==> src/rtl/controlador_divisao.sv <==
// Sequential unsigned restoring divider: one quotient bit per clock,
// WIDTH iteration cycles, single-cycle completion pulse, divide-by-zero flag.
module controlador_divisao #(
    parameter int WIDTH = 4
) (
    input  logic             clk,
    input  logic             rst,
    input  logic             iniciar,
    input  logic [WIDTH-1:0] dividendo,
    input  logic [WIDTH-1:0] divisor,
    output logic             ocupado,
    output logic             pronto,
    output logic [WIDTH-1:0] quociente,
    output logic [WIDTH-1:0] resto,
    output logic             erro_div_zero
);
    localparam int CW = $clog2(WIDTH + 1);
    localparam logic [CW-1:0] ULTIMO = CW'(WIDTH - 1);

    typedef enum logic [1:0] {OCIOSO, CALCULO, CONCLUIDO} estado_t;

    estado_t          estado, proximo;
    logic [WIDTH-1:0] dvd;          // captured dividend, shifted out MSB-first
    logic [WIDTH-1:0] dsr;          // captured divisor
    logic [WIDTH-1:0] resto_parc;   // working remainder
    logic [WIDTH-1:0] quoc_parc;    // working quotient
    logic [CW-1:0]    contador;

    logic [WIDTH:0]   parcial, diferenca;
    logic             cabe;
    logic [WIDTH-1:0] resto_prox, quoc_prox;

    // State register
    always_ff @(posedge clk) begin
        if (rst) estado <= OCIOSO;
        else     estado <= proximo;
    end

    // Next-state and status outputs; a zero divisor skips the iteration phase
    always_comb begin
        proximo = estado;
        ocupado = 1'b0;
        pronto  = 1'b0;
        case (estado)
            OCIOSO: begin
                if (iniciar) proximo = (divisor != '0) ? CALCULO : CONCLUIDO;
            end
            CALCULO: begin
                ocupado = 1'b1;
                if (contador == ULTIMO) proximo = CONCLUIDO;
            end
            CONCLUIDO: begin
                ocupado = 1'b1;
                pronto  = 1'b1;
                proximo = OCIOSO;
            end
            default: proximo = OCIOSO;
        endcase
    end

    // One restoring step: bring down the next dividend bit, subtract if it fits
    always_comb begin
        parcial    = {resto_parc, dvd[WIDTH-1]};
        diferenca  = parcial - {1'b0, dsr};
        cabe       = (parcial >= {1'b0, dsr});
        resto_prox = cabe ? diferenca[WIDTH-1:0] : parcial[WIDTH-1:0];
        quoc_prox  = {quoc_parc[WIDTH-2:0], cabe};
    end

    // Datapath: capture on accept, iterate in CALCULO, publish results only on the last step
    always_ff @(posedge clk) begin
        if (rst) begin
            dvd           <= '0;
            dsr           <= '0;
            resto_parc    <= '0;
            quoc_parc     <= '0;
            contador      <= '0;
            quociente     <= '0;
            resto         <= '0;
            erro_div_zero <= 1'b0;
        end else begin
            case (estado)
                OCIOSO: begin
                    if (iniciar) begin
                        dvd           <= dividendo;
                        dsr           <= divisor;
                        resto_parc    <= '0;
                        quoc_parc     <= '0;
                        contador      <= '0;
                        quociente     <= '0;
                        resto         <= '0;
                        erro_div_zero <= (divisor == '0);
                    end
                end
                CALCULO: begin
                    dvd        <= dvd << 1;
                    resto_parc <= resto_prox;
                    quoc_parc  <= quoc_prox;
                    contador   <= contador + CW'(1);
                    if (contador == ULTIMO) begin
                        quociente <= quoc_prox;
                        resto     <= resto_prox;
                    end
                end
                default: ;
            endcase
        end
    end
endmodule

==> config.mk <==
export PLATFORM = sky130hd
export DESIGN_NAME = controlador_divisao
export DESIGN_NICKNAME = d
export VERILOG_FILES = /design/src/rtl/controlador_divisao.sv
export SDC_FILE = /design/constraint.sdc
export NUM_CORES = 1
export LEC_CHECK = 0
export BUFFER_PORTS_ARGS = -buffer_cell sky130_fd_sc_hd__buf_2
export CELL_PAD_IN_SITES_DETAIL_PLACEMENT = 0
export CELL_PAD_IN_SITES_GLOBAL_PLACEMENT = 1
export CORE_MARGIN = 4
export CORE_UTILIZATION = 45
export CTS_BUF_LIST = sky130_fd_sc_hd__clkbuf_16
export DETAILED_ROUTE_END_ITERATION = 7
export PLACE_DENSITY = 0.81
export RECOVER_POWER = 50
export SKIP_LAST_GASP = 1
export SLEW_MARGIN = 20
export SYNTH_ARGS = -nofsm -noshare
export SYNTH_HDL_FRONTEND = slang
export SYNTH_SLANG_ARGS = --single-unit
export TNS_END_PERCENT = 30
==> constraint.sdc <==
create_clock -name clk -period 3.7 [get_ports clk]
set_input_delay 1.11 -clock clk [delete_from_list [all_inputs] [get_ports clk]]
set_output_delay 1.11 -clock clk [all_outputs]
set_load 0.02 [all_outputs]
==> Word-level counts from Yosys, hierarchy flattened <==
Cells that the tools add are included.
{ "totals": {"elab_cells": 44, "input_bits": 11, "ff_bits": 29, "output_inout_bits": 11} }
{ "classes": {"n_eq_ne": 5, "reduce_logical": 9, "magnitude_cmp": 1, "add_sub_neg": 2, "muxes": 18} }
{ "op_table": {"columns": ["cell", "n"], "rows": [
  ["$pmux 4 s2", 4],
  ["$mux 4", 5],
  ["$pmux 3 s2", 2],
  ["$mux 2", 3],
  ["$reduce_and 2->1", 3],
  ["$ge 5x4->1", 1],
  ["$logic_not 4->1", 1],
  ["$ne 2x2->1 const B", 2],
  ["$pmux 2 s2", 1],
  ["$reduce_bool 4->1", 1],
  ["$sub 4x4->4", 1],
  ["$add 3x1->3 const B", 1],
  ["$eq 3x2->1 const B", 1],
  ["$mux 3", 1],
  ["$reduce_and 3->1", 1],
  ["$eq 2x1->1 const B", 1],
  ["$eq 2x2->1 const B", 1],
  ["$logic_not 2->1", 1],
  ["$mux 1", 2],
  ["$reduce_bool 2->1", 1],
  ["$reduce_or 2->1", 1]
]} }

==> Logic depth before layout (Yosys ltp) <==
{ "depth": {"ltp_word": 4, "mapped_depth": 9, "mapped_depth_nobuf": 7} }

==> Least setup slack after synthesis <==
No wires, ideal clock.
{ "synth_path": {"kind": "input to register", "from": "input port iniciar", "to": "register resto[3]", "slack_ns": 1.488, "t_arrival_ns": 2.111, "path_stages": 6, "setup_ns": 0.101, "required_time_ns": 3.599, "path_cell_list": "clkbuf_2 -> nand2_1 -> o21ai_0 -> buf_2 -> nand2_1 -> o41ai_1"} }
{ "synth_between": {"elab_chain_len": 2} }
{ "synth_rtl": {"columns": ["element", "line_no", "text"], "rows": [
  ["from (decl)", "8", "input logic iniciar,"],
  ["$ne 2x2->1 (no source line)", null, null],
  ["$reduce_and 3->1 (no source line)", null, null],
  ["to (signal assigned)", "102", "resto <= resto_prox;"],
  ["to (decl)", "14", "output logic [WIDTH-1:0] resto,"]
]} }
No other way between the ends.
A chain may end at the register's enable or synchronous reset.

==> Final worst setup path <==
Same ends and word-level chain as after synthesis.

==> results.sh <==
export IMPL_reg2reg_slack_ns=1.55
export IMPL_synth_distinct_cells=37
export IMPL_pwr_density_cell_nw_per_um2=566
export IMPL_clock_sinks=29
export IMPL_core_um2=3050
export IMPL_grt_max_degree=32
export IMPL_critical_path_class="in -> reg"
export IMPL_reg2reg_to="resto[3]"
export IMPL_synthCells=165
export IMPL_path_common_cell="nand2_1"
export IMPL_final_nets=206
export IMPL_worst_pin_slew_ns=0.857
export IMPL_rows=20
export IMPL_maxSlewViolCount=0
export IMPL_fmax_mhz=406
export IMPL_endpoint_kind="register"
export IMPL_relSlewSlack=0.423
export IMPL_yosysWarnings=0
export IMPL_worstPathMaxFanout=11
export IMPL_antenna_found_initial=0
export IMPL_layout_drive_gt1_share=0.135
export IMPL_critPathSlowestCell="o21ai_1"
export IMPL_io_buffers=21
export IMPL_whs_endpoint="resto_parc[3]"
export IMPL_netlist_area_um2=1430
export IMPL_drc_errors=0
export IMPL_ys_flop_type="dfxtp_1"
export IMPL_hold_path_class="reg -> reg"
export IMPL_use_met1=0.195
export IMPL_die_w_um=64.4
export IMPL_r2r_start="estado[1]"
export IMPL_drtIter0Drc=76
export IMPL_synthTopCellsByCount="29 x dfxtp_1, 24 x nor2_1, 18 x nand2_1, 11 x a21oi_1"
export IMPL_finalSetupViolCount=0
export IMPL_power_w=0.000953
export IMPL_use_met3=0.0485
export IMPL_period_needed_ns=2.46
export IMPL_fin_skew_ns=0.00279
export IMPL_num_antenna_cells=0
export IMPL_p_seq_frac=0.372
export IMPL_ys_ff_latch=29
export IMPL_gr_total_overflow=0
export IMPL_cts_setup_buffers=0
export IMPL_power_frac_comb=0.253
export IMPL_dpl_hpwl_um=2220
export IMPL_cap_violations=0
export IMPL_top_usage_layer="met2"
export IMPL_dp_worst_setup_slack_ns=1.01
export IMPL_synth_area_per_cell_um2=8.68
export IMPL_dieArea_um2=4150
export IMPL_start_util=0.469
export IMPL_grt_usage=0.151
export IMPL_grt_pass1_wl_um=4890
export IMPL_cts_buffer_depth=2
export IMPL_first_pass_iters=4
export IMPL_setup_slack_ns=1.24
export IMPL_ant_nets=0
export IMPL_internal_power_w=0.000669
export IMPL_switching_share=0.298
export IMPL_grt_pass1_vias=1135
export IMPL_arrival_ns=2.62
export IMPL_r2r_cells=6
export IMPL_p_leak_nw=0.647
export IMPL_cpPeakStageDelay_ns=0.41
export IMPL_cts_htree_levels=2
export IMPL_path_cells="clkbuf_1 -> nand2_1 -> o21ai_1 -> nand2_1 -> o41ai_1"
export IMPL_syn_num_nets=186
export IMPL_area_growth_pct=17.5
export IMPL_hold_path_depth=2
export IMPL_io_pin_count=22
export IMPL_route_vias_total=1205
export IMPL_cpLargestDelayFamily="compound AO/OA/AOI/OAI gates"
export IMPL_numCtsBuffers=5
export IMPL_yosys_top_cells_area="dfxtp_1 41%, ha_1 7.9%, nor2_1 6.3%"
export IMPL_ctsResizeCount=0
export IMPL_root_buffer="clkbuf_16"
export IMPL_totalWireLength_um=2920
export IMPL_async_flop_share=0
export IMPL_p_switching_w=0.000284
export IMPL_crit_buf_inv=1
export IMPL_cts_tree="built"
export IMPL_cts_hold_buf=0
export IMPL_gp_congestion=0.800
export IMPL_final_core_util=0.551
export IMPL_start_kind="input port"
export IMPL_pwr_share_clk=0.374
export IMPL_viasPerCell=5.26
export IMPL_rsz0062_at_grt="false"
export IMPL_path_clk_slew_ns=0.05
export IMPL_vdd_drop_max_mv=0.388
export IMPL_status="finished, final reports clean"
export IMPL_hold_viol=0
export IMPL_synthDominantCellAreaShare=0.405
export IMPL_cp_required_ns=3.86
export IMPL_yosysMostFrequentCell="dfxtp_1"
export IMPL_clkLatencyLatePin_ns=0.26
export IMPL_synth_seq_area_share=0.405
export IMPL_use_met2=0.232
export IMPL_fp_dieH_um=64.4
export IMPL_tns_ns=0
export IMPL_final_period_utilization=0.666
export IMPL_synth_edf_count=0
export IMPL_synth_area_leader_cell="dfxtp_1"
export IMPL_routedWlPerCell_um=12.8
export IMPL_hold_start="resto_parc[3]"
==> power groups by stage <==
| stage | Clock [W] | Sequential, W | Combinational [W] |
|---|---|---|---|
| 4_1_cts | 0.000368 | 0.000355 | 0.000246 |
| 2_1_floorplan | 0 | 0.000365 | 0.000186 |
| 3_3_place_gp | 0 | 0.000359 | 0.000240 |
| 5_1_grt | 0.000381 | 0.000358 | 0.000273 |
| 3_5_place_dp | 0 | 0.000361 | 0.000244 |
| 6_report | 0.000357 | 0.000355 | 0.000241 |
==> placed cells by master (no fill, tap or decap), types with 5 or more instances in the layout <==
master	n
a21oi_1	11
clkbuf_16	5
clkbuf_1	10
nand2_1	18
buf_2	11
a211oi_1	7
dfxtp_1	29
nor2_1	24
inv_1	10
ha_1	9
==> logic make-up after synthesis <==
family,synth area share
compound gates,0.192
xor+xnor,0.00611
mux,0.0314
simple gates,0.223
buf+inv,0.0498
fa+ha+maj,0.0926
flops,0.405
==> state kept, by name, summed over array words and instances (netlist names) <==
name,flops
resto_parc,4
contador,3
dsr,4
quoc_parc,3
erro_div_zero,1
dvd,4
estado,2
quociente,4
resto,4
==> how the worst max path moves through the flow <==
| stage | start | end | slack, ns | cells after the start |
|---|---|---|---|---|
| finish | iniciar | resto[3] | 1.24 | 5 |
| global route | iniciar | resto[3] | 0.96 | 5 |
| CTS | estado[1] | resto[3] | 1.24 | 7 |
| detailed placement | iniciar | resto[3] | 1.01 | 5 |
| global placement | iniciar | resto[3] | 1.09 | 5 |
| floorplan | iniciar | resto[3] | 1.49 | 6 |
==> cell type report <==
class / count / area, µm²
fill: 286 / 1370
multi-input combinational: 118 / 781
sequential: 29 / 581
clock buffer: 5 / 125
timing repair buffer: 22 / 100
tap: 44 / 55.1
inverter: 9 / 33.8
clock inverter: 2 / 7.51
==> tightest hold or removal path: cells and delay by family, from the launching register on <==
family,cells,cell delay [ns]
AOI/OAI and AO/OA,1,0.05
DFF,1,0.32
and+or+nand+nor,1,0.05
==> per-layer routing <==
layer / vias to the layer above / wire length [µm]
met1: 564 / 1400
met4: 0 / 29
met5: - / 0
met3: 4 / 119
met2: 25 / 1370
li1: 612 / -
==> through the flow <==
| step | cell area [µm²] | cells | hold WS [ns] |
|---|---|---|---|
| after floorplan | 1430 | 165 | 0.427 |
| after global placement | 1560 | 222 | 0.445 |
| after detailed placement | 1560 | 222 | 0.444 |
| after CTS | 1700 | 229 | 0.455 |
| after global routing | 1680 | 229 | 0.480 |
| final | 1680 | 229 | 0.456 |
No activity file was read; power rests on OpenSTA's default activity.
